File: src/rtl/cc_tailbite_encoder_if.sv
// Stream interface for the tail-biting encoder: serial bit input, coded pair output.
interface cc_tailbite_encoder_if;
  logic enable;
  logic data_in;
  logic in_valid;
  logic in_ready;
  logic out_x;
  logic out_y;
  logic out_valid;
  logic out_ready;
  logic out_first;
  logic out_last;

  // Upstream/downstream side (drives the encoder)
  modport master (
    output enable, data_in, in_valid, out_ready,
    input  in_ready, out_x, out_y, out_valid, out_first, out_last
  );

  // Encoder side
  modport slave (
    input  enable, data_in, in_valid, out_ready,
    output in_ready, out_x, out_y, out_valid, out_first, out_last
  );
endinterface

File: src/rtl/cc_tailbite_encoder.sv
// Rate-1/2, K=7 tail-biting convolutional encoder (G1=171, G2=133 octal).
// Collects a block of BLOCK_LEN bits, seeds the shift register with the last
// six bits of the block, then emits one (X,Y) pair per buffered bit.
module cc_tailbite_encoder #(
  parameter int BLOCK_LEN = 96,
  parameter int CNT_W     = 8
) (
  input logic                  clk,
  input logic                  reset,
  cc_tailbite_encoder_if.slave bus
);

  localparam int              IDX_W = $clog2(BLOCK_LEN);
  localparam logic [CNT_W-1:0] LAST = CNT_W'(BLOCK_LEN - 1);

  typedef enum logic [1:0] {COLLECT, LOAD, ENCODE} state_t;

  state_t                 r_state;
  logic [CNT_W-1:0]       r_cnt;
  logic [BLOCK_LEN-1:0]   r_buf;
  logic [5:0]             r_sr;     // r_sr[0] is s0, the most recent bit

  logic [IDX_W-1:0]       w_idx;
  logic                   w_u;
  logic                   w_enc;
  logic                   w_x;
  logic                   w_y;

  // The counter never exceeds BLOCK_LEN-1, so its low bits address the buffer.
  assign w_idx = r_cnt[IDX_W-1:0];
  assign w_u   = r_buf[w_idx];
  assign w_enc = (r_state == ENCODE);
  assign w_x   = w_u ^ r_sr[0] ^ r_sr[1] ^ r_sr[2] ^ r_sr[5];
  assign w_y   = w_u ^ r_sr[1] ^ r_sr[2] ^ r_sr[4] ^ r_sr[5];

  // Handshake is gated by enable; data outputs are held while stalled.
  assign bus.in_ready  = bus.enable & (r_state == COLLECT);
  assign bus.out_valid = bus.enable & w_enc;
  assign bus.out_x     = w_enc & w_x;
  assign bus.out_y     = w_enc & w_y;
  assign bus.out_first = w_enc & (r_cnt == '0);
  assign bus.out_last  = w_enc & (r_cnt == LAST);

  // Block controller: collect, seed the shift register with the tail, encode.
  always_ff @(posedge clk or negedge reset) begin
    if (!reset) begin
      r_state <= COLLECT;
      r_cnt   <= '0;
      r_buf   <= '0;
      r_sr    <= '0;
    end else if (bus.enable) begin
      unique case (r_state)
        COLLECT: begin
          if (bus.in_valid) begin
            r_buf[w_idx] <= bus.data_in;
            if (r_cnt == LAST) begin
              r_cnt   <= '0;
              r_state <= LOAD;
            end else begin
              r_cnt <= r_cnt + 1'b1;
            end
          end
        end
        LOAD: begin
          // Tail-biting seed: s0=b[N-1] ... s5=b[N-6]
          for (int k = 0; k < 6; k++) begin
            r_sr[k] <= r_buf[BLOCK_LEN-1-k];
          end
          r_state <= ENCODE;
        end
        ENCODE: begin
          if (bus.out_ready) begin
            r_sr <= {r_sr[4:0], w_u};
            if (r_cnt == LAST) begin
              r_cnt   <= '0;
              r_state <= COLLECT;
            end else begin
              r_cnt <= r_cnt + 1'b1;
            end
          end
        end
        default: r_state <= COLLECT;
      endcase
    end
  end

endmodule

File: src/flat_wrapper.sv
// flat-port wrapper written by rule: the top's interface ports become plain ports
module cc_tailbite_encoder_flat 
#(
  parameter int BLOCK_LEN = 96,
  parameter int CNT_W     = 8
)
  (clk, reset, bus_enable, bus_data_in, bus_in_valid, bus_out_ready, bus_in_ready, bus_out_x, bus_out_y, bus_out_valid, bus_out_first, bus_out_last);
  cc_tailbite_encoder_if bus_i ();
  input logic clk;
  input logic reset;
  input wire logic [$bits(bus_i.enable)-1:0] bus_enable;
  input wire logic [$bits(bus_i.data_in)-1:0] bus_data_in;
  input wire logic [$bits(bus_i.in_valid)-1:0] bus_in_valid;
  input wire logic [$bits(bus_i.out_ready)-1:0] bus_out_ready;
  output wire logic [$bits(bus_i.in_ready)-1:0] bus_in_ready;
  output wire logic [$bits(bus_i.out_x)-1:0] bus_out_x;
  output wire logic [$bits(bus_i.out_y)-1:0] bus_out_y;
  output wire logic [$bits(bus_i.out_valid)-1:0] bus_out_valid;
  output wire logic [$bits(bus_i.out_first)-1:0] bus_out_first;
  output wire logic [$bits(bus_i.out_last)-1:0] bus_out_last;
  assign bus_i.enable = bus_enable;
  assign bus_i.data_in = bus_data_in;
  assign bus_i.in_valid = bus_in_valid;
  assign bus_i.out_ready = bus_out_ready;
  assign bus_in_ready = bus_i.in_ready;
  assign bus_out_x = bus_i.out_x;
  assign bus_out_y = bus_i.out_y;
  assign bus_out_valid = bus_i.out_valid;
  assign bus_out_first = bus_i.out_first;
  assign bus_out_last = bus_i.out_last;
  cc_tailbite_encoder #(.BLOCK_LEN(BLOCK_LEN), .CNT_W(CNT_W)) u_core (.clk(clk), .reset(reset), .bus(bus_i));
endmodule
File: config.mk
export PLATFORM = sky130hd
export DESIGN_NAME = cc_tailbite_encoder_flat
export DESIGN_NICKNAME = d
export VERILOG_FILES = /design/src/rtl/cc_tailbite_encoder_if.sv /design/src/rtl/cc_tailbite_encoder.sv /design/src/flat_wrapper.sv
export SDC_FILE = /design/constraint.sdc
export NUM_CORES = 1
export LEC_CHECK = 0
export CORE_ASPECT_RATIO = 2
export CORE_MARGIN = 5
export CORE_UTILIZATION = 45
export DETAILED_ROUTE_END_ITERATION = 10
export REMOVE_ABC_BUFFERS = 1
export SYNTH_ARGS = -nofsm -noshare
export SYNTH_HDL_FRONTEND = slang
export SYNTH_SLANG_ARGS = --single-unit
export TNS_END_PERCENT = 5
File: constraint.sdc
create_clock -name clk -period 7.1 [get_ports clk]
set_input_delay 1.065 -clock clk [delete_from_list [all_inputs] [get_ports clk]]
set_output_delay 1.065 -clock clk [all_outputs]
set_load 0.05 [all_outputs]
After elaboration in Yosys (flattened, before gate mapping)
Index checks and enable logic that the tools add are counted.
Widths: inputs -> output; s select.
Word-level totals
  flip-flop bits (word level): 112
  input port bits: 6
  output and inout port bits: 6
  word-level logic and storage cells: 53
Cells by class
  $add $sub $neg: 1
  $lt $le $gt $ge: 2
  equality and inequality tests: 7
  mux-type cells: 16
  bitwise logic cells: 14
  reduce and logical (&&, ||, !) cells: 9
Operators by type and width (number)
  $bwmux 96: 1
  $mux 8: 3
  $pmux 8 s2: 1
  $pmux 6 s2: 1
  $add 8x1->8 const B: 1
  $eq 8x7->1 const B: 1
  $logic_not 8->1: 1
  $lt 7x8->1 const B: 1
  $mux 2: 4
  $ne 2x2->1 const B: 4
  $xor 1x1->1: 8
  $bmux 1 s7: 1
  $demux 1 s7: 1
  $ge 7x1->1 const B: 1
  $and 1x1->1: 6
  $mux 6: 1
  $pmux 2 s3: 1
  $reduce_and 3->1: 2
  $reduce_and 5->1: 1
  $reduce_and 4->1: 1
  $reduce_bool 2->1: 2
  $eq 2x1->1 const B: 1
  $eq 2x2->1 const B: 1
  $logic_not 2->1: 1
  2 further kinds: 3

Logic depth before layout (Yosys ltp)
  word-level depth: 7
  gate-level depth with buffers: 10
  depth with buffers taken out: 7

Least setup slack after synthesis
No wires, ideal clock.
  kind: reg-to-output
  start: register u_core.r_cnt[0]
  end: output port bus_out_x
  arrival: 2.668 ns
  required time: 6.035 ns
  setup slack: 3.367 ns
  stages on the path, launching flop included: 9
  buffers on the path: 1
  cells stage by stage: dfrtp_1 -> buf_6 -> mux4_1 -> mux4_2 -> and3_4 -> a21oi_2 -> nand4_2 -> xnor2_1 -> nor2_1
On the way
  word-level cells in the longest chain between the ends: 7
RTL lines
  start, declared: line cc_tailbite_encoder.sv:19  | logic [CNT_W-1:0] r_cnt;
  start signal, assigned: line cc_tailbite_encoder.sv:60  | r_cnt <= r_cnt + 1'b1;
  start signal, assigned: line cc_tailbite_encoder.sv:78  | r_cnt <= r_cnt + 1'b1;
  $bmux 1 s7: line cc_tailbite_encoder.sv:31  | assign w_u = r_buf[w_idx];
  $mux 1 (implied by the code): line cc_tailbite_encoder.sv:31
  $xor 1x1->1 (4 in a row): line cc_tailbite_encoder.sv:33  | assign w_x = w_u ^ r_sr[0] ^ r_sr[1] ^ r_sr[2] ^ r_sr[5];
  $and 1x1->1: line cc_tailbite_encoder.sv:39  | assign bus.out_x = w_enc & w_x;
  end, declared: line flat_wrapper.sv:16  | output wire logic [$bits(bus_i.out_x)-1:0] bus_out_x;
Every way passes these cells. The select of a mux whose other input is x is not followed.

Worst setup path after layout
Same ends and word-level chain as after synthesis.

==> impl_metrics.json <==
{
  "start_kind": "flip-flop",
  "ctsHoldBuffers": 0,
  "p_comb_frac": 0.270,
  "syn-instance-count": 527,
  "relSlewSlack": 0.2960,
  "vdd_drop_max_mv": 0.3161,
  "slowest_stage": "dfrtp_2",
  "area_delta_synth_final_pct": 8.404,
  "antenna_found_initial": 0,
  "drt-total-wl_mm": 13.55,
  "drc": 0,
  "clk_latency_ns": 0.35,
  "n_antenna_cell": 0,
  "synth_top_family_by_area": "multiplexers",
  "power_switching_share": 0.3417,
  "final_common_cell": "dfrtp_1",
  "synth_xor_xnor_area_share": 0.01340,
  "fp.dieH_um": 171.7,
  "power_density_nw_per_um2": 284.0,
  "finalCritPeriodShare": 0.7268,
  "rr_worst_depth": 5,
  "cp.required_ns": 6.03,
  "rr_endpoint": "u_core.r_buf[93]",
  "synth_area_leaders": "dfrtp_1 (48%), mux2_2 (19%), mux4_2 (6.5%), nand2_1 (5.0%), nor2_1 (4.6%)",
  "hold_class": "flip-flop to flip-flop",
  "drive_above_1_share": 0.2800,
  "grt_use_met1": 0.2130,
  "grt_start_max_net_pins": 97,
  "rsz0062_at_grt": "false",
  "drt.antenna.violating_nets": 0,
  "ys_seq_area_frac": 0.4766,
  "dr.pass1.iters": 4,
  "critPathKind": "flip-flop to primary output",
  "report.final.slew_viol_count": 0,
  "critPathCaptureType": "primary output",
  "synthMuxAreaShare": 0.3043,
  "io_buffer_count": 11,
  "synthSimpleGateAreaFrac": 0.1413,
  "post-cts-setup-buffers": 0,
  "r2r_slack_ns": 3.96,
  "leakagePower_uw": 0.002837,
  "syn_area_per_cell_sq_um": 11.16,
  "status": "finished clean",
  "cts_resized": 0,
  "finalSetupTns_ns": 0,
  "cp_num_buf_inv": 1,
  "wire_per_inst_um": 20.01,
  "die_area_sq_um": 15590,
  "clk_path_buf_depth": 2,
  "globalRouteOverflowTotal": 0,
  "viasPerCell": 5.768,
  "dp_hpwl_mm": 9.174,
  "setup_viol": 0,
  "whs_endpoint": "u_core.r_buf[3]",
  "fin_nets": 528,
  "timing.hold.ws_ns": 0.5047,
  "cpPeakStageDelay_ns": 1.05,
  "vias": 3905,
  "internal-power_uw": 1192,
  "rows": 59,
  "htree_levels": 3,
  "path_delay_family": "multiplexers",
  "worst_slew_pin_slew_ns": 1.056,
  "switchingPower_uw": 618.7,
  "ys_ff_latch": 112,
  "numCtsBuffers": 9,
  "path_cells": "mux4_1, mux4_2, and3_4, a21oi_2, nand4_2, xnor2_1, nor2_1, clkdlybuf4s50_1",
  "cts-root-buf": "clkbuf_16",
  "period_needed_ns": 5.160,
  "synth_top_cell_area_share": 0.4766,
  "grt_use_met2": 0.3397,
  "cts_tree": "done",
  "grt_pass1_wl_mm": 22.59,
  "worstPathArrival_ns": 4.10,
  "yosysWarningCount": 0,
  "grt_usage": 0.1846,
  "min-delay-start": "u_core.r_buf[3]",
  "skew_ns": 0.004372,
  "use_met3": 0.02319,
  "drt_iter0_markers": 186,
  "yosysTopAreaCell": "dfrtp_1",
  "synthesis.area_sq_um": 5881,
  "grt_pass1_vias": 4205,
  "cts.sinks": 112,
  "clk_pin_slew_ns": 0.07,
  "ys_types": 41,
  "gp_congestion": 0.8221,
  "synth_compound_area_frac": 0.03106,
  "finalHoldViolCount": 0,
  "fmax_mhz": 193.8,
  "worstPathMaxFanout": 36,
  "synth_fa_ha_area_frac": 0.004255,
  "hold_depth": 1,
  "start_util": 0.4552,
  "core_area_sq_um": 12920,
  "r2r_start": "u_core.r_cnt[0]",
  "layout_common_cells": "dfrtp_1 (111), mux2_2 (101), nand2_1 (79), nor2_1 (72), mux2i_1 (19)",
  "clock_power_share": 0.285,
  "grt_most_used_layer": "met2",
  "sequentialPowerShare": 0.445,
  "ios": 12,
  "die_w_um": 90.84,
  "max_cap_viol_count": 0
}
## cell usage after synthesis (all sizes together)
master,count
nand3,7
o41ai,1
mux2i,19
nor3b,1
nand2,79
o21ai,14
ha,2
and2,1
nor4,2
a22oi,1
inv,3
a21o,2
mux4,20
xor2,1
o211ai,1
nor3,9
a22o,2
nand2b,5
nand4,5
a31oi,1
or3,2
dfrtp,112
mux2,101
o22ai,3
nand4b,1
and3,1
a21oi,4
xnor2,8
clkbuf,26
a211oi,1
nor2,72
buf,11
nor2b,8
or2,1
## state kept, by name (all words and copies together) (netlist names)
name / cells
u_core.r_buf: 96
u_core.r_cnt: 8
u_core.r_sr: 6
u_core.r_state: 2
## per-layer routing
metal | up-vias | part of all wire
li1 | 1815 | -
met1 | 1990 | 0.39
met2 | 67 | 0.55
met3 | 33 | 0.026
met4 | 0 | 0.032
met5 | - | 0
## metrics by stage
step	util	cell area [sq um]	std cells	worst slack (ns)	total power [uW]
final	0.4935	6375	677	1.940	1810
after global routing	0.4935	6375	677	1.733	1896
after CTS	0.4935	6375	677	1.897	1827
after detailed placement	0.4702	6075	661	2.280	1312
after global placement	0.4702	6075	661	2.353	1300
after floorplan	-	5720	490	2.497	1126
## worst max-delay path by stage
stage	startpoint	end	slack, ns	cells after the start
final	u_core.r_cnt[0]	bus_out_x	1.94	8
after global routing	u_core.r_cnt[0]	bus_out_y	1.73	8
after CTS	u_core.r_cnt[0]	bus_out_x	1.90	8
after detailed placement	u_core.r_cnt[0]	bus_out_x	2.28	8
after global placement	u_core.r_cnt[0]	bus_out_x	2.35	8
after floorplan	u_core.r_cnt[0]	bus_out_x	2.50	7
## logic make-up after synthesis
logic type | Yosys count
AOI/OAI and AO/OA | 30
muxes | 140
buffers and inverters | 40
xor gates and xnor gates | 9
and+or+nand+nor | 194
DFF | 112
adders and majority gates | 2
## power by group through the flow
stage / Combinational [uW] / Clock [uW] / Sequential, uW
floorplan: 317 / 0 / 809
CTS: 494 / 527 / 806
finish: 489 / 516 / 806
global route: 525 / 553 / 818
global placement: 486 / 0 / 815
detailed placement: 493 / 0 / 819
## final cells by class
type,count,area (sq um)
multi-input combinational,375,2907
tap,152,190.2
fill,1188,6544
inverter,3,11.26
clock inverter,4,53.80
sequential,112,2804
clock buffer,12,246.5
timing repair buffer,19,162.7
Note: power is estimated with default switching activity, not from simulation.
